**src/rtl/reg_file_wb_if.sv**
```systemverilog
// Operand-read and writeback bundle between the datapath and the register file.
interface reg_file_wb_if #(
    parameter int unsigned DW = 8,
    parameter int unsigned RA = 4
);
    logic [RA-1:0] rd_addrA;
    logic [RA-1:0] rd_addrB;
    logic [DW-1:0] datA_out;
    logic [DW-1:0] datB_out;
    logic          wb_valid;
    logic [RA-1:0] wb_addr;
    logic [DW-1:0] wb_data;
    logic          wb_sc_en;
    logic          wb_sc;
    logic          wb_pari_en;
    logic          wb_pari;
    logic          sc_q;
    logic          pari_q;
    logic          pend_valid;

    modport master (
        output rd_addrA, rd_addrB, wb_valid, wb_addr, wb_data,
        output wb_sc_en, wb_sc, wb_pari_en, wb_pari,
        input  datA_out, datB_out, sc_q, pari_q, pend_valid
    );

    modport slave (
        input  rd_addrA, rd_addrB, wb_valid, wb_addr, wb_data,
        input  wb_sc_en, wb_sc, wb_pari_en, wb_pari,
        output datA_out, datB_out, sc_q, pari_q, pend_valid
    );
endinterface

```
**src/rtl/reg_file_wb.sv**
```systemverilog
// Two-read-port register file with a one-entry writeback register and full bypassing,
// plus the shift-carry and parity flags fed back to the ALU.
module reg_file_wb #(
    parameter int unsigned DW = 8,
    parameter int unsigned RA = 4
) (
    input logic         clk,
    input logic         reset_n,
    reg_file_wb_if.slave bus
);
    localparam int unsigned NumRegs = 2 ** RA;

    logic [DW-1:0] regs_q [NumRegs];
    logic          pend_valid_q;
    logic [RA-1:0] pend_addr_q;
    logic [DW-1:0] pend_data_q;
    logic          sc_flag_q;
    logic          pari_flag_q;

    // Old pending value commits on the same edge a new write loads, so same-address
    // back-to-back writes never lose data.
    always_ff @(posedge clk) begin
        if (!reset_n) begin
            for (int i = 0; i < NumRegs; i++) begin
                regs_q[i] <= '0;
            end
            pend_valid_q <= 1'b0;
            pend_addr_q  <= '0;
            pend_data_q  <= '0;
            sc_flag_q    <= 1'b0;
            pari_flag_q  <= 1'b0;
        end else begin
            if (pend_valid_q) begin
                regs_q[pend_addr_q] <= pend_data_q;
            end
            pend_valid_q <= bus.wb_valid;
            if (bus.wb_valid) begin
                pend_addr_q <= bus.wb_addr;
                pend_data_q <= bus.wb_data;
                if (bus.wb_sc_en) begin
                    sc_flag_q <= bus.wb_sc;
                end
                if (bus.wb_pari_en) begin
                    pari_flag_q <= bus.wb_pari;
                end
            end
        end
    end

    // Per-port priority: incoming write, then pending write, then array.
    always_comb begin
        bus.datA_out = regs_q[bus.rd_addrA];
        if (bus.wb_valid && (bus.wb_addr == bus.rd_addrA)) begin
            bus.datA_out = bus.wb_data;
        end else if (pend_valid_q && (pend_addr_q == bus.rd_addrA)) begin
            bus.datA_out = pend_data_q;
        end
    end

    always_comb begin
        bus.datB_out = regs_q[bus.rd_addrB];
        if (bus.wb_valid && (bus.wb_addr == bus.rd_addrB)) begin
            bus.datB_out = bus.wb_data;
        end else if (pend_valid_q && (pend_addr_q == bus.rd_addrB)) begin
            bus.datB_out = pend_data_q;
        end
    end

    assign bus.sc_q       = sc_flag_q;
    assign bus.pari_q     = pari_flag_q;
    assign bus.pend_valid = pend_valid_q;
endmodule
```
**src/flat_wrapper.sv**
```systemverilog
// flat-port wrapper written by rule: the top's interface ports become plain ports
module reg_file_wb_flat 
#(
    parameter int unsigned DW = 8,
    parameter int unsigned RA = 4
)
  (clk, reset_n, bus_rd_addrA, bus_rd_addrB, bus_wb_valid, bus_wb_addr, bus_wb_data, bus_wb_sc_en, bus_wb_sc, bus_wb_pari_en, bus_wb_pari, bus_datA_out, bus_datB_out, bus_sc_q, bus_pari_q, bus_pend_valid);
  reg_file_wb_if #(.DW(DW), .RA(RA)) bus_i ();
  input logic clk;
  input logic reset_n;
  input wire logic [$bits(bus_i.rd_addrA)-1:0] bus_rd_addrA;
  input wire logic [$bits(bus_i.rd_addrB)-1:0] bus_rd_addrB;
  input wire logic [$bits(bus_i.wb_valid)-1:0] bus_wb_valid;
  input wire logic [$bits(bus_i.wb_addr)-1:0] bus_wb_addr;
  input wire logic [$bits(bus_i.wb_data)-1:0] bus_wb_data;
  input wire logic [$bits(bus_i.wb_sc_en)-1:0] bus_wb_sc_en;
  input wire logic [$bits(bus_i.wb_sc)-1:0] bus_wb_sc;
  input wire logic [$bits(bus_i.wb_pari_en)-1:0] bus_wb_pari_en;
  input wire logic [$bits(bus_i.wb_pari)-1:0] bus_wb_pari;
  output wire logic [$bits(bus_i.datA_out)-1:0] bus_datA_out;
  output wire logic [$bits(bus_i.datB_out)-1:0] bus_datB_out;
  output wire logic [$bits(bus_i.sc_q)-1:0] bus_sc_q;
  output wire logic [$bits(bus_i.pari_q)-1:0] bus_pari_q;
  output wire logic [$bits(bus_i.pend_valid)-1:0] bus_pend_valid;
  assign bus_i.rd_addrA = bus_rd_addrA;
  assign bus_i.rd_addrB = bus_rd_addrB;
  assign bus_i.wb_valid = bus_wb_valid;
  assign bus_i.wb_addr = bus_wb_addr;
  assign bus_i.wb_data = bus_wb_data;
  assign bus_i.wb_sc_en = bus_wb_sc_en;
  assign bus_i.wb_sc = bus_wb_sc;
  assign bus_i.wb_pari_en = bus_wb_pari_en;
  assign bus_i.wb_pari = bus_wb_pari;
  assign bus_datA_out = bus_i.datA_out;
  assign bus_datB_out = bus_i.datB_out;
  assign bus_sc_q = bus_i.sc_q;
  assign bus_pari_q = bus_i.pari_q;
  assign bus_pend_valid = bus_i.pend_valid;
  reg_file_wb #(.DW(DW), .RA(RA)) u_core (.clk(clk), .reset_n(reset_n), .bus(bus_i));
endmodule
```
**config.mk**
```make
export PLATFORM = sky130hd
export DESIGN_NAME = reg_file_wb_flat
export DESIGN_NICKNAME = d
export VERILOG_FILES = /design/src/rtl/reg_file_wb_if.sv /design/src/rtl/reg_file_wb.sv /design/src/flat_wrapper.sv
export SDC_FILE = /design/constraint.sdc
export NUM_CORES = 1
export LEC_CHECK = 0
export ABC_AREA = 1
export CAP_MARGIN = 30
export CELL_PAD_IN_SITES_DETAIL_PLACEMENT = 1
export CELL_PAD_IN_SITES_GLOBAL_PLACEMENT = 1
export CORE_MARGIN = 10
export CORE_UTILIZATION = 40
export CTS_CLUSTER_SIZE = 30
export DETAILED_ROUTE_END_ITERATION = 10
export PLACE_DENSITY = 0.83
export RECOVER_POWER = 50
export SYNTH_ARGS = -nofsm -noshare
export SYNTH_HDL_FRONTEND = slang
export SYNTH_SLANG_ARGS = --single-unit
export TNS_END_PERCENT = 5
```
**constraint.sdc**
```tcl
create_clock -name clk -period 2.05 [get_ports clk]
set_clock_uncertainty 0.1 [all_clocks]
set_input_delay 0.3075 -clock clk [delete_from_list [all_inputs] [get_ports clk]]
set_output_delay 0.3075 -clock clk [all_outputs]
set_load 0.03 [all_outputs]
```
==> flow_summary_export.csv <==
group,metric,value,unit
worst_hold_path,hp-start,"bus_wb_sc",
cts,clock-sinks,143,
worst_setup_path,cp_common_cell,"nand2_1",
sta,fin_crit,2.43,ns
worst_setup_path,critPathArrivalTime,2.02,ns
worst_setup_path,critical_path.cell_chain,"inv_4 -> nand2_1 -> nand2_1 -> nor2_4 -> nand3_4 -> buf_12 -> nor2_4 -> nor2_2 -> nand2_1 -> nand2_1 -> buf_6",
route,wl,39300,um
worst_hold_path,worstHoldPathCells,3,
power,p_comb_share,20.3,%
global_route,grt_pass1_wl,57600,um
status,status,"finished with violations",
power,p_sw,0.00262,W
power,power.share.clock,39.5,%
layout,multi_input_area,3740,um^2
sta,finalSetupTns,-4.82,ns
flow_run,max-cap-violations,0,
sta,slew_headroom,42.9,%
floorplan,core,21000,um^2
synthesis,synth-seq-area-share,48.5,%
worst_hold_path,hold_class,"in2reg",
synthesis,syn_inst,1189,
power,power.internal,0.00568,W
floorplan,dieHeight,166,um
worst_setup_path,cp_slowest_stage_delay,0.40,ns
worst_setup_path,cp_num_buf_inv,3,
layout,final_cells,1587,
floorplan,ios,46,
worst_setup_path,worstSetupPathType,"reg2out",
power,powerDensity,738,nW/um^2
sta,fmax,412,MHz
route,drtIter0Drc,1283,
layout,drive_gt1_share,18.3,%
placement,gp_congestion,0.960,
sta,hold_ws,0.326,ns
sta,fin_crit_sh,119,%
worst_setup_path,crit_slowest_cell,"dfxtp_4",
route,route.detailed.drc,0,
sta,rsz0062_at_grt,"true",
synthesis,syn_area,8550,um^2
worst_setup_path,critical-path-top-delay-family,"simple AND/OR/NAND/NOR gates",
worst_setup_path,r2r-end,"u_core.regs_q[7][2]",
floorplan,die_area,27600,um^2
route,ant_nets,0,
floorplan,die_w,166,um
power,power_frac_seq,40.2,%
worst_setup_path,path_max_fanout,8,
sta,worstMarginPinSlew,0.857,ns
sta,worst_slack,-0.380,ns
placement,dpl.hpwl,24500,um
layout,fin_util,53.5,%
floorplan,core.rowCount,53,
synthesis,synth-edff-count,128,
layout,area_growth,31.5,%
synthesis,avgSynthCellArea,7.19,um^2
cts,cts.htree.levels,4,
placement,post-place-cells,1545,
route,first_pass_iters,5,
cts,clk_path_buf_depth,2,
cts,hold_buffers,0,
synthesis,synth_cell_types,22,
layout,nets,1326,
power,peakVddDrop,607,uV
layout,diodes,0,
worst_hold_path,whs_endpoint,"u_core.bus.sc_q",
cts,clockRootBuffer,"clkbuf_16",
power,power_switching_share,31.6,%
sta,maxSlewViolCount,0,
global_route,gr-total-overflow,0,
layout,n_fill_cell,2571,
route,viasPerCell,5.83,
worst_setup_path,required,1.64,ns
status,violations,"negative setup slack",
power,leakage,5.11,nW
worst_setup_path,r2r-start,"u_core.bus.pend_valid",
synthesis,yosys_most_used_dff,"edfxtp_1",
cts,cts_made_buffers,17,
route,wl_per_cell,24.8,um
global_route,grt_use_total,26.9,%
synthesis,syn_nets,1216,
cts,path_clk_slew,0.07,ns
layout,regArea,4160,um^2
worst_setup_path,crit_path_end_kind,"primary output",
floorplan,initial_core_util,40.7,%
placement,port_buffers,45,
global_route,antenna_found_initial,1,
sta,setup_viol_count_final,16,
global_route,grt_pass1_vias,9411,
cts,tritoncts,"yes",
synthesis,ys.warnings.count,0,
worst_setup_path,cp-start-kind,"flop",
worst_setup_path,r2r_cells,6,
sta,hold_viol,0,
global_route,grt_max_degree,50,
cts,clk_latency,0.45,ns
worst_setup_path,r2r_slack,0.12,ns
synthesis,postSynth.asyncResetShare,0,%
synthesis,ys_seq_elements,143,
route,via_count,9245,
==> power by group through the flow <==
stage / Clock, W / Sequential [W] / Combinational (W)
global route: 0.00338 / 0.00334 / 0.00177
floorplan: 0 / 0.00337 / 0.000760
detailed placement: 0 / 0.00339 / 0.00147
finish: 0.00328 / 0.00334 / 0.00168
global placement: 0 / 0.00338 / 0.00145
CTS: 0.00326 / 0.00332 / 0.00157
==> cells by family (layout without fill, tap and decap cells) <==
logic type,Yosys count,in the layout,share of synthesized area (%)
AO/OA/AOI/OAI,33,33,2.00
XOR/XNOR,2,2,0.205
buffers and inverters,223,346,10.4
flip-flops,143,143,48.5
AND/OR/NAND/NOR,788,788,38.9
==> tightest hold or removal path, cell delays in order <==
cell and delay, ns:
clkdlybuf4s50_1 0.40, nand3_1 0.06, a21oi_1 0.06
==> cells in the final DEF (no fill, tap or decap), types with 2 or more instances in the layout <==
| master | count |
|---|---|
| buf_12 | 35 |
| nand2_1 | 338 |
| a21oi_1 | 16 |
| clkinv_2 | 2 |
| nor2_2 | 12 |
| clkbuf_2 | 2 |
| nand3_2 | 3 |
| bufinv_16 | 2 |
| edfxtp_1 | 128 |
| dfxtp_1 | 10 |
| clkinv_4 | 2 |
| inv_1 | 136 |
| xor2_2 | 2 |
| inv_2 | 8 |
| buf_4 | 70 |
| inv_4 | 2 |
| buf_2 | 2 |
| o22ai_1 | 2 |
| o21ai_0 | 12 |
| dfxtp_4 | 4 |
| nor3_1 | 4 |
| clkbuf_16 | 18 |
| clkinvlp_4 | 2 |
| nand3_4 | 2 |
| nand2_4 | 4 |
| nor2_1 | 147 |
| inv_6 | 5 |
| clkbuf_1 | 2 |
| nor2_4 | 11 |
| nand3_1 | 240 |
| nand2_2 | 26 |
| dlygate4sd2_1 | 10 |
| clkdlybuf4s50_1 | 15 |
| bufbuf_16 | 2 |
| clkinv_1 | 9 |
| buf_6 | 19 |
==> cell type report <==
class,count,share of cell area (%)
multi-input cells,823,33.3
inverters,156,5.26
well taps,275,3.06
flip-flops and latches,143,37.0
repair buffers,158,16.2
clock inverters,13,1.36
clock buffers,19,3.85
==> flip-flops by register name (all words and copies together) (netlist names) <==
signal / flops
u_core.pend_data_q: 8
u_core.pend_addr_q: 4
u_core.regs_q: 128
u_core.bus.pari_q: 1
u_core.bus.sc_q: 1
u_core.bus.pend_valid: 1
==> what timing repair did <==
action | 4_1_cts | 5_1_grt
pin swaps | 17 | 18
cloned | 3 | 1
gates resized for setup | 63 | 47
setup buffers | 6 | 0
hold endpoints to repair | 0 | 0
endpoints found under the setup margin | 16 | 16
==> per-stage QoR <==
stage | worst slack [ns] | cell area [um^2] | total power, W
5_1_grt | -0.408 | 11200 | 0.00849
6_report | -0.380 | 11200 | 0.00831
2_1_floorplan | 0.0353 | 8550 | 0.00413
3_3_place_gp | -0.301 | 10200 | 0.00483
3_5_place_dp | -0.338 | 10200 | 0.00486
4_1_cts | -0.245 | 11100 | 0.00815
==> metal layers <==
| layer | track usage [%] | vias to the layer above | wire [um] |
|---|---|---|---|
| met2 | 46.0 | 546 | 19400 |
| met1 | 31.3 | 4513 | 14400 |
| met3 | 5.09 | 170 | 3390 |
| met5 | 0 | - | 15 |
| met4 | 14.3 | 2 | 2150 |
| li1 | - | 4014 | - |
==> synth_stat cells (3+ instances only) <==
cell type	instances	area [um^2]
inv_2	4	15.0
dfxtp_1	15	300
nand2_2	16	100
inv_1	142	533
buf_1	15	56.3
nor3_1	4	20.0
o21ai_0	13	65.1
clkbuf_1	14	52.6
o22ai_1	3	18.8
nor2_1	169	634
edfxtp_1	128	3840
nand2_1	352	1320
nand3_1	244	1220
a21oi_1	16	80.1
clkinv_1	10	37.5
buf_2	36	180
==> worst max-delay path by stage <==
stage / from / endpoint / slack [ns] / cells after the start
global route: u_core.pend_addr_q[2] / bus_datA_out[6] / -0.41 / 11
global placement: bus_rd_addrB[2] / bus_datB_out[1] / -0.30 / 12
CTS: u_core.pend_addr_q[3] / bus_datB_out[0] / -0.24 / 9
detailed placement: bus_rd_addrA[1] / bus_datA_out[3] / -0.34 / 12
floorplan: u_core.bus.pend_valid / u_core.regs_q[0][0] / 0.04 / 4
finish: u_core.pend_addr_q[2] / bus_datA_out[5] / -0.38 / 11
Power figures use the tool's default switching activity.
